### config.mk
export PLATFORM = sky130hd
export DESIGN_NAME = alu_sequencer
export DESIGN_NICKNAME = d
export VERILOG_FILES = /design/src/rtl/alu_sequencer.sv
export SDC_FILE = /design/constraint.sdc
export NUM_CORES = 1
export LEC_CHECK = 0
export ABC_CLOCK_PERIOD_IN_PS = 1800
export BUFFER_PORTS_ARGS = -buffer_cell sky130_fd_sc_hd__buf_2
export CAP_MARGIN = 20
export CORE_MARGIN = 1.5
export CORE_UTILIZATION = 47
export DETAILED_ROUTE_END_ITERATION = 10
export GPL_ROUTABILITY_DRIVEN = 0
export PLACE_DENSITY = 0.78
export SLEW_MARGIN = 10
export SYNTH_ARGS = -nofsm -noshare
export SYNTH_HDL_FRONTEND = slang
export SYNTH_SLANG_ARGS = --single-unit
### constraint.sdc
create_clock -name Clk -period 1.8 [get_ports Clk]
set_input_delay 0.27 -clock Clk [delete_from_list [all_inputs] [get_ports Clk]]
set_output_delay 0.27 -clock Clk [all_outputs]
set_load 0.01 [all_outputs]
### src/rtl/alu_sequencer.sv
// alu_sequencer: initiator side of the ALU interface.
// Accepts one request at a time, drives the combinational ALU from registers,
// loops the ALU output back into operand A for multi-bit LSH/RSH, and holds
// the result on a valid/ready response port until the consumer takes it.
// Optional feature macro: ALU_SEQ_FLAGS_EN adds registered RspZero/RspParity.
module alu_sequencer #(
    parameter int unsigned W   = 8,
    parameter int unsigned Ops = 4,
    parameter int unsigned TW  = 2
) (
    input  logic           Clk,
    input  logic           Reset,
    input  logic           ReqValid,
    output logic           ReqReady,
    input  logic [Ops-1:0] ReqOp,
    input  logic [W-1:0]   ReqA,
    input  logic [W-1:0]   ReqB,
    input  logic [TW-1:0]  ReqTag,
    output logic [W-1:0]   AluA,
    output logic [W-1:0]   AluB,
    output logic [Ops-1:0] AluOp,
    input  logic [W-1:0]   AluOut,
    output logic           RspValid,
    input  logic           RspReady,
    output logic [W-1:0]   RspData,
    output logic [TW-1:0]  RspTag
`ifdef ALU_SEQ_FLAGS_EN
    ,
    output logic           RspZero,
    output logic           RspParity
`endif
);

    // Shift count field width: one ALU pass shifts by one bit, so at most W-1 passes.
    localparam int unsigned CW = $clog2(W);

    localparam logic [Ops-1:0] OP_ADD = Ops'(0);
    localparam logic [Ops-1:0] OP_LSH = Ops'(1);
    localparam logic [Ops-1:0] OP_RSH = Ops'(2);

    typedef enum logic [1:0] {
        IDLE = 2'd0,
        EXEC = 2'd1,
        DONE = 2'd2
    } state_t;

    state_t          state_q, state_d;
    logic [W-1:0]    alu_a_q, alu_a_d;
    logic [W-1:0]    alu_b_q, alu_b_d;
    logic [Ops-1:0]  alu_op_q, alu_op_d;
    logic [CW-1:0]   cnt_q, cnt_d;
    logic [W-1:0]    data_q, data_d;
    logic [TW-1:0]   tag_q, tag_d;
    logic            rdy_q, vld_q;
    logic            load_c;
    logic            shift_c;
    logic [CW-1:0]   req_cnt_c;

    // State register
    always_ff @(posedge Clk) begin
        if (Reset) begin
            state_q <= IDLE;
        end else begin
            state_q <= state_d;
        end
    end

    // Next-state and datapath next values
    always_comb begin
        state_d   = state_q;
        alu_a_d   = alu_a_q;
        alu_b_d   = alu_b_q;
        alu_op_d  = alu_op_q;
        cnt_d     = cnt_q;
        data_d    = data_q;
        tag_d     = tag_q;
        load_c    = 1'b0;
        shift_c   = (ReqOp == OP_LSH) || (ReqOp == OP_RSH);
        req_cnt_c = ReqB[CW-1:0];

        case (state_q)
            IDLE: begin
                if (ReqValid && rdy_q) begin
                    alu_a_d  = ReqA;
                    alu_b_d  = ReqB;
                    alu_op_d = ReqOp;
                    tag_d    = ReqTag;
                    if (shift_c && (req_cnt_c == CW'(0))) begin
                        // Zero-bit shift: the operand is already the answer.
                        data_d  = ReqA;
                        load_c  = 1'b1;
                        state_d = DONE;
                    end else begin
                        cnt_d   = shift_c ? req_cnt_c : CW'(1);
                        state_d = EXEC;
                    end
                end
            end
            EXEC: begin
                if (cnt_q == CW'(1)) begin
                    data_d  = AluOut;
                    load_c  = 1'b1;
                    state_d = DONE;
                end else begin
                    // Feed the partial shift back for another single-bit pass.
                    alu_a_d = AluOut;
                    cnt_d   = cnt_q - CW'(1);
                end
            end
            DONE: begin
                if (RspReady) begin
                    state_d = IDLE;
                end
            end
            default: begin
                state_d = IDLE;
            end
        endcase
    end

    // Datapath and handshake registers
    always_ff @(posedge Clk) begin
        if (Reset) begin
            alu_a_q  <= '0;
            alu_b_q  <= '0;
            alu_op_q <= OP_ADD;
            cnt_q    <= '0;
            data_q   <= '0;
            tag_q    <= '0;
            rdy_q    <= 1'b1;
            vld_q    <= 1'b0;
        end else begin
            alu_a_q  <= alu_a_d;
            alu_b_q  <= alu_b_d;
            alu_op_q <= alu_op_d;
            cnt_q    <= cnt_d;
            data_q   <= data_d;
            tag_q    <= tag_d;
            rdy_q    <= (state_d == IDLE);
            vld_q    <= (state_d == DONE);
        end
    end

`ifdef ALU_SEQ_FLAGS_EN
    logic zero_q, par_q;

    // Result flags, loaded only alongside RspData so they stay paired with it
    always_ff @(posedge Clk) begin
        if (Reset) begin
            zero_q <= 1'b0;
            par_q  <= 1'b0;
        end else if (load_c) begin
            zero_q <= (data_d == '0);
            par_q  <= ^data_d;
        end
    end

    assign RspZero   = zero_q;
    assign RspParity = par_q;
`endif

    assign ReqReady = rdy_q;
    assign RspValid = vld_q;
    assign AluA     = alu_a_q;
    assign AluB     = alu_b_q;
    assign AluOp    = alu_op_q;
    assign RspData  = data_q;
    assign RspTag   = tag_q;

endmodule

==> results of run 1 <==
kinds of logic after synthesis:
group,after synthesis,share of synthesized area (%)
simple gates,85,25.08
compound gates,48,21.35
flops,37,46.98
buf+inv,14,3.888
xor+xnor,2,1.111
fa+ha+maj,2,1.587
power groups by stage:
stage	logic, W	clock network, W	registers (W)
after global routing	0.000718	0.000686	0.000991
final	0.000641	0.000617	0.000976
after CTS	0.000642	0.000633	0.000976
after floorplan	0.000348	0	0.00104
after global placement	0.000635	0	0.000992
after detailed placement	0.000640	0	0.000992
metrics by stage:
step / hold slack [ns] / std cells
global route: 0.1219 / 309
global placement: 0.4400 / 301
finish: 0.1441 / 309
CTS: 0.1315 / 309
detailed placement: 0.4441 / 301
floorplan: 0.4060 / 188
cells in the mapped netlist (all sizes together):
cell | count | area (um2)
a211oi | 3 | 22.52
a21o | 1 | 7.510
a21oi | 17 | 85.08
a221oi | 1 | 8.760
a311oi | 16 | 140.1
a31o | 1 | 8.760
a31oi | 3 | 18.77
a41o | 1 | 10.01
and4bb | 1 | 12.51
buf | 3 | 20.01
clkbuf | 8 | 30.03
dfxtp | 37 | 740.7
ha | 2 | 25.02
inv | 3 | 11.26
nand2 | 47 | 176.4
nand2b | 3 | 18.77
nand3 | 1 | 5.000
nand3b | 1 | 7.510
nand4 | 2 | 12.51
nand4bb | 1 | 11.26
nor2 | 14 | 52.55
nor2b | 2 | 12.51
nor3 | 9 | 45.04
nor3b | 1 | 7.510
nor4 | 1 | 21.27
o21ai | 2 | 13.76
o21bai | 1 | 7.510
o22ai | 1 | 6.260
o31ai | 1 | 7.510
or2 | 1 | 6.260
or3 | 1 | 6.260
xnor2 | 1 | 8.760
xor2 | 1 | 8.760
cell type report:
cell class              instances  area [um2]  area share (%)
clock inverters                 2       37.54           1.780
repair buffers                 80       437.9           20.77
well taps                      44       55.05           2.611
clock buffers                   6       51.30           2.433
multi-input cells             137       774.5           36.74
flip-flops and latches         37       740.7           35.13
inverters                       3       11.26          0.5341
worst min path at each step:
stage / startpoint / to / slack [ns] / depth (start not counted)
after floorplan: ReqB[0] / AluB[0]$_SDFFE_PP0P_ / 0.41 / 2
after global placement: AluB[0]$_SDFFE_PP0P_ / AluB[0]$_SDFFE_PP0P_ / 0.44 / 2
after detailed placement: AluOp[2]$_SDFFE_PP0P_ / AluOp[2]$_SDFFE_PP0P_ / 0.44 / 2
after CTS: ReqB[4] / AluB[4]$_SDFFE_PP0P_ / 0.13 / 3
after global routing: ReqB[4] / AluB[4]$_SDFFE_PP0P_ / 0.12 / 3
final: ReqB[4] / AluB[4]$_SDFFE_PP0P_ / 0.14 / 3
critical path, delay by kind of cell (launching register included):
family                 cells  cell delay [ns]
AO/OA/AOI/OAI              3             0.62
buffers and inverters      1             0.25
flip-flops                 1             0.37
AND/OR/NAND/NOR            1             0.30
registers in the layout (all words and copies together), names as in the netlist:
signal,count
RspValid,1
AluOp,4
state_q,2
AluB,8
ReqReady,1
AluA,8
cnt_q,3
RspData,8
RspTag,2
per-layer routing:
| layer | up-vias | wire [um] | global-route usage, % |
|---|---|---|---|
| met4 | 0 | 40 | 5.590 |
| met2 | 70 | 1649 | 35.64 |
| met1 | 697 | 1831 | 28.40 |
| met3 | 5 | 301 | 9.808 |
| li1 | 827 | - | - |
| met5 | - | 0 | 0 |
==> results.cfg, run 1 <==
[status]
status = completed

[clock_tree]
cts.sinks = 37
ctsHoldBuffers = 0
cts_made_buffers = 5
cts_root_buf = clkbuf_4
post_cts_buffers = 0
cts_tree = done
clk_pin_slew_worst_paths_ns = 0.11
htree_levels = 2
cts_buffer_depth = 2
cts_resized = 0
clkLatencyLatePin_ns = 0.35

[cells_and_area]
fillers = 284
n_antenna_cell = 0
final_common_cell = buf_2
synthToLayoutAreaGrowth_pct = 33.73
nets = 300
final_area_um2 = 2108
post-route-util_pct = 67.40
final_cell_mix = buf_2, nand2_1, dfxtp_1, a21oi_1, a311oi_1
drive_above_1_share_pct = 35.09

[global_routing]
grt_pass1_wl_um = 6120
grt_start_max_net_pins = 23
track_usage_pct = 22.54
grt.overflow.total = 0
antenna_found_initial = 0
first_global_vias = 1370

[synthesis]
postSynthCellCount = 188
syn-cell-area_um2 = 1577
yosysUniqueCellTypes = 36
ys.warnings.count = 0
syn_nets = 224
ys_seq_area_share_pct = 46.98
synth_seq_cells = 37
syn_area_per_cell_um2 = 8.386

[placed_design]
dp_hpwl_um = 2753
postPlaceCellArea_um2 = 2019
place_ws_ns = 0.07249
io_buffers = 65

[critical_path]
crit_path_start_kind = register
timing.rr.start = state_q[1]$_SDFF_PP0_
cp_max_fo = 9
end_kind = register
slowest_stage = dfxtp_1
worstSetupStartpoint = state_q[1]$_SDFF_PP0_
worstPathRequired_ns = 2.06
slowest_delay_ns = 0.37
crit_chain = nand4bb_1, buf_4, a31oi_1, o22ai_1, a31o_2
rrSetupSlack_ns = 0.18
arrival_ns = 1.88
r2r_end = cnt_q[2]$_SDFFE_PP0P_
reg2reg_depth = 5
crit_end = cnt_q[2]$_SDFFE_PP0P_
worstSetupPathType = reg -> reg

[floorplanning]
rows = 20
initial_core_util_pct = 50.40
coreArea_um2 = 3128
die_w_um = 60.92
ioPinCount = 66
die_area_um2 = 3711
die_y_um = 60.92

[power_and_ir_drop]
pwr-share-comb_pct = 28.7
swShare_pct = 31.54
intPower_w = 0.001530
p_sw_w = 0.0007047
power.total_w = 0.002234
vdd_drop_max_mv = 0.5146
seqPwrFrac_pct = 43.7
p_leak_nw = 0.9654
powerDensity_nw_per_um2 = 1060
clockPowerShare_pct = 27.6

[detailed_routing]
routed_wl_um = 3821
wl_per_cell_um = 12.37
first_iter_violations = 69
via_count = 1599
first_pass_iters = 4
ant_nets = 0
viasPerCell = 5.175
drc = 0

[sta]
finalHoldViolations = 0
finClkSkew_ns = 0.006163
fmax_mhz = 617.1
min_period_ns = 1.621
slew_headroom_pct = 68.21
rsz0062_at_grt = no
fin_ws_ns = 0.1795
period_share_pct = 90.03
slew_viol_final = 0
worstMarginPinSlew_ns = 0.4728
tns_ns = 0
finalSetupViolations = 0

[flow_run]
cap_violations = 0

[worst_hold_path]
worstHoldPathType = in -> reg
No activity file was read; power rests on OpenSTA's default activity.
==> run 2: changes to the inputs <==
--- a/config.mk
+++ b/config.mk
@@ -9,10 +9,10 @@
 export BUFFER_PORTS_ARGS = -buffer_cell sky130_fd_sc_hd__buf_2
 export CAP_MARGIN = 20
 export CORE_MARGIN = 1.5
-export CORE_UTILIZATION = 47
+export CORE_UTILIZATION = 39
 export DETAILED_ROUTE_END_ITERATION = 10
 export GPL_ROUTABILITY_DRIVEN = 0
-export PLACE_DENSITY = 0.78
+export PLACE_DENSITY = 0.66
 export SLEW_MARGIN = 10
 export SYNTH_ARGS = -nofsm -noshare
 export SYNTH_HDL_FRONTEND = slang
==> results.cfg, run 2 (synthesis gave the netlist of run 1 again) <==
[status]
status = completed

[floorplanning]
die_w_um = 66.58
initial_core_util_pct = 41.80
die_y_um = 66.58
ioPinCount = 66
die_area_um2 = 4433
rows = 22
coreArea_um2 = 3771

[cells_and_area]
nets = 295
fin_cells = 308
drive_above_1_share_pct = 33.85
fillers = 364
synthToLayoutAreaGrowth_pct = 34.21
n_antenna_cell = 0
final_area_um2 = 2116
final_cell_mix = buf_2, nand2_1, dfxtp_1, a21oi_1, a311oi_1
final_common_cell = buf_2

[flow_run]
cap_violations = 0

[detailed_routing]
drc = 0
first_iter_violations = 72
via_count = 1569
ant_nets = 0
routed_wl_um = 3941
viasPerCell = 5.094
wl_per_cell_um = 12.80
first_pass_iters = 4

[placed_design]
dp_cells = 300
io_buffers = 65
postPlaceCellArea_um2 = 1987
dp_hpwl_um = 2859

[clock_tree]
clk_pin_slew_worst_paths_ns = 0.07
cts.sinks = 37
cts_resized = 0
post_cts_buffers = 0
cts_root_buf = clkbuf_8
cts_made_buffers = 5
cts_buffer_depth = 2
clkLatencyLatePin_ns = 0.29
cts_tree = done
ctsHoldBuffers = 0
htree_levels = 2

[global_routing]
grt_pass1_wl_um = 6582
antenna_found_initial = 0
grtUsageMet2_pct = 32.75
track_usage_pct = 19.49
first_global_vias = 1505
use_met1_pct = 23.52
grt_start_max_net_pins = 22
grt.overflow.total = 0
busiest_layer = met2
grtUsageMet3_pct = 7.264

[sta]
slew_viol_final = 0
finClkSkew_ns = 0.005944
tns_ns = 0
worstMarginPinSlew_ns = 0.4236
whs_ns = 0.2151
min_period_ns = 1.636
fmax_mhz = 611.1
finalSetupViolations = 0
period_share_pct = 90.91
finalHoldViolations = 0
rsz0062_at_grt = no
slew_headroom_pct = 71.66

[critical_path]
end_kind = register
worstSetupPathType = reg -> reg
cp_max_fo = 8
timing.rr.start = state_q[0]$_SDFF_PP0_
arrival_ns = 1.83
worstSetupStartpoint = state_q[0]$_SDFF_PP0_
worstPathRequired_ns = 2.00
crit_path_start_kind = register

[power_and_ir_drop]
power.total_w = 0.002340
p_leak_nw = 0.9568
powerDensity_nw_per_um2 = 1106
vdd_drop_max_mv = 0.4421

[worst_hold_path]
min_from = ReqB[4]
worstHoldPathType = in -> reg
## run 2: critical path, stage by stage (launching register included)
cell and delay (ns):
dfxtp_1 0.37, nand4bb_2 0.36, nor4_4 0.31, buf_4 0.20, nor3_1 0.06, a311oi_1 0.24
## run 2: path summary, 6_finish.rpt
kind | depth (start not counted) | slack [ns] | endpoint
setup / recovery | 5 | 0.16 | RspData[5]$_SDFFE_PP0P_
hold / removal | 3 | 0.22 | AluB[4]$_SDFFE_PP0P_
setup reg to reg | 5 | 0.16 | RspData[5]$_SDFFE_PP0P_
hold reg to reg | 2 | 0.45 | AluOp[3]$_SDFFE_PP0P_
## run 2: final cells by class
class	count	area [um2]	share of cell area, %
clock buffer	7	86.33	4.080
clock inverter	1	30.03	1.419
inverter	3	11.26	0.5322
multi-input combinational	137	787.0	37.20
sequential	37	740.7	35.01
tap	48	60.06	2.839
timing repair buffer	75	400.4	18.92
## run 2: stage by stage
stage,util [%],setup WS [ns]
final,56.10,0.1636
after global placement,52.69,0.1366
after global routing,56.10,0.05858
after floorplan,-,0.3283
after detailed placement,52.69,0.09063
after CTS,55.77,0.07322
## run 2: power breakdown
group          internal (W)  leakage [nW]  switching, W
logic              0.000261         0.595      0.000365
clock network      0.000451        0.0585      0.000279
registers          0.000926         0.304     0.0000583
## run 2: routing by layer
metal  vias up  wire length [um]
met2        49              1807
met3         5               267
met1       700              1827
met4         0                38
li1        815                 -
met5         -                 0
==> run 3: changes to the inputs <==
--- a/config.mk
+++ b/config.mk
@@ -5,6 +5,7 @@
 export SDC_FILE = /design/constraint.sdc
 export NUM_CORES = 1
 export LEC_CHECK = 0
+export ABC_AREA = 1
 export ABC_CLOCK_PERIOD_IN_PS = 1800
 export BUFFER_PORTS_ARGS = -buffer_cell sky130_fd_sc_hd__buf_2
 export CAP_MARGIN = 20
==> results.cfg, run 3 <==
[status]
status = completed

[sta]
finClkSkew_ns = 0.008641
fmax_mhz = 663.8
min_period_ns = 1.506
rsz0062_at_grt = no
tns_ns = 0
finalHoldViolations = 0
worstMarginPinSlew_ns = 0.5925
whs_ns = 0.1814
period_share_pct = 83.69
finalSetupViolations = 0
slew_headroom_pct = 60.50
slew_viol_final = 0

[flow_run]
cap_violations = 0

[critical_path]
worstSetupPathType = reg -> reg
worstPathRequired_ns = 1.98
crit_path_start_kind = register
cp_max_fo = 8
end_kind = register
arrival_ns = 1.69

[synthesis]
syn-cell-area_um2 = 1595
yosysMostFrequentCell = nor2_1
syn_nets = 246
yosysTopAreaCellShare_pct = 46.43
synth_seq_cells = 37
ys_seq_area_share_pct = 46.43
yosysTopAreaCell = dfxtp_1
ys.warnings.count = 0
postSynthCellCount = 210
synth-edff-count = 0
yosysUniqueCellTypes = 23
async_reset_ff_share_pct = 0
syn_area_per_cell_um2 = 7.597
synthTopCellsByCount = nor2_1, dfxtp_1, o21ai_0, nand2_1, a21oi_1
ys_top_cells_by_area = dfxtp_1, nor2_1, o21ai_0, a21oi_1, nand2_1
ys.flop_type = dfxtp_1

[detailed_routing]
first_iter_violations = 71
first_pass_iters = 4
wl_per_cell_um = 11.11
viasPerCell = 4.636
ant_nets = 0
routed_wl_um = 3632
via_count = 1516
drc = 0

[power_and_ir_drop]
vdd_drop_max_mv = 0.5601
p_leak_nw = 0.9801
powerDensity_nw_per_um2 = 1137

[cells_and_area]
drive_above_1_share_pct = 33.94
nets = 312
post-route-util_pct = 51.01
final_common_cell = buf_2
fin_cells = 327
final_cell_mix = buf_2, nor2_1, dfxtp_1, o21ai_0, nand2_1
synthToLayoutAreaGrowth_pct = 26.98
n_antenna_cell = 0

[floorplanning]
die_y_um = 66.96
coreArea_um2 = 3971
rows = 23
die_area_um2 = 4483
initial_core_util_pct = 40.17
die_w_um = 66.96
ioPinCount = 66

[global_routing]
track_usage_pct = 17.90
antenna_found_initial = 0
grt.overflow.total = 0
grt_start_max_net_pins = 34
grt_pass1_wl_um = 6085
first_global_vias = 1375

[clock_tree]
cts_buffer_depth = 2
cts.sinks = 37
ctsHoldBuffers = 0
post_cts_buffers = 0
cts_made_buffers = 5
clkLatencyLatePin_ns = 0.29
htree_levels = 2
clk_pin_slew_worst_paths_ns = 0.08
cts_tree = done
cts_resized = 0
cts_root_buf = clkbuf_8

[placed_design]
io_buffers = 65
dp_cells = 319
dp_hpwl_um = 2607

[worst_hold_path]
worstHoldPathType = in -> reg
[run 3: changes by cell type in the layout (fill, tap and decap cells not counted), sizes merged, moves of 3 or more]
cell    previous run  this run
nor2              14        50
o21ai              2        32
nand2             47        27
a311oi            16         0
nand3              1        14
or2                1         9
nor3               9         2
buf               75        69
inv                3         7
a211oi             3         0
a21oi             17        20
a31oi              3         0
nand2b             3         0
[run 3: cell type report]
type	count	area (um2)
clock inverter	3	17.52
multi-input combinational	156	754.5
tap	50	62.56
timing repair buffer	69	355.3
sequential	37	740.7
inverter	7	26.28
fill	415	1946
clock buffer	5	68.82
[run 3: path summary, 6_finish.rpt]
kind / start / endpoint / slack (ns) / cells after the start
max: state_q[1]$_SDFF_PP0_ / RspData[1]$_SDFFE_PP0P_ / 0.29 / 8
min: Reset / state_q[1]$_SDFF_PP0_ / 0.18 / 2
max reg2reg: state_q[1]$_SDFF_PP0_ / RspData[1]$_SDFFE_PP0P_ / 0.29 / 8
min reg2reg: AluOp[2]$_SDFFE_PP0P_ / AluOp[2]$_SDFFE_PP0P_ / 0.48 / 2
[run 3: per-layer routing]
metal  global-route usage, %  share of wire (%)  vias to the layer above
li1                        -                  -                      819
met1                   23.08                 48                      665
met2                   28.38                 46                       30
met3                   6.250                4.5                        2
met4                   4.592               0.69                        0
met5                       0                  0                        -
[run 3: metrics by stage]
stage                     cell area [um2]  power [W]  setup WS [ns]
after global placement               1939   0.001768         0.3125
after global routing                 2026   0.002494         0.1192
after detailed placement             1939   0.001775         0.3124
after CTS                            2026   0.002333         0.2980
final                                2026   0.002303         0.2935
after floorplan                      1595   0.001558         0.5659
[run 3: logic make-up after synthesis]
| kind of cell | after synthesis | share of synthesized area, % |
|---|---|---|
| compound gates | 52 | 17.02 |
| flops | 37 | 46.43 |
| buf+inv | 17 | 6.274 |
| simple gates | 102 | 28.71 |
| fa+ha+maj | 2 | 1.568 |
[run 3: worst max-delay path, stage by stage, from the launching register on]
cell     delay [ns]
dfxtp_1        0.35
inv_1          0.07
nand2_2        0.13
inv_1          0.16
buf_4          0.19
o21ai_0        0.26
nand3_1        0.12
nand2_1        0.09
nor2_1         0.04
[run 3: report_power, final]
part	leakage (nW)	switching, W	internal (W)
logic	0.631	0.000443	0.000277
clock network	0.0439	0.000285	0.000267
registers	0.305	0.0000696	0.000962
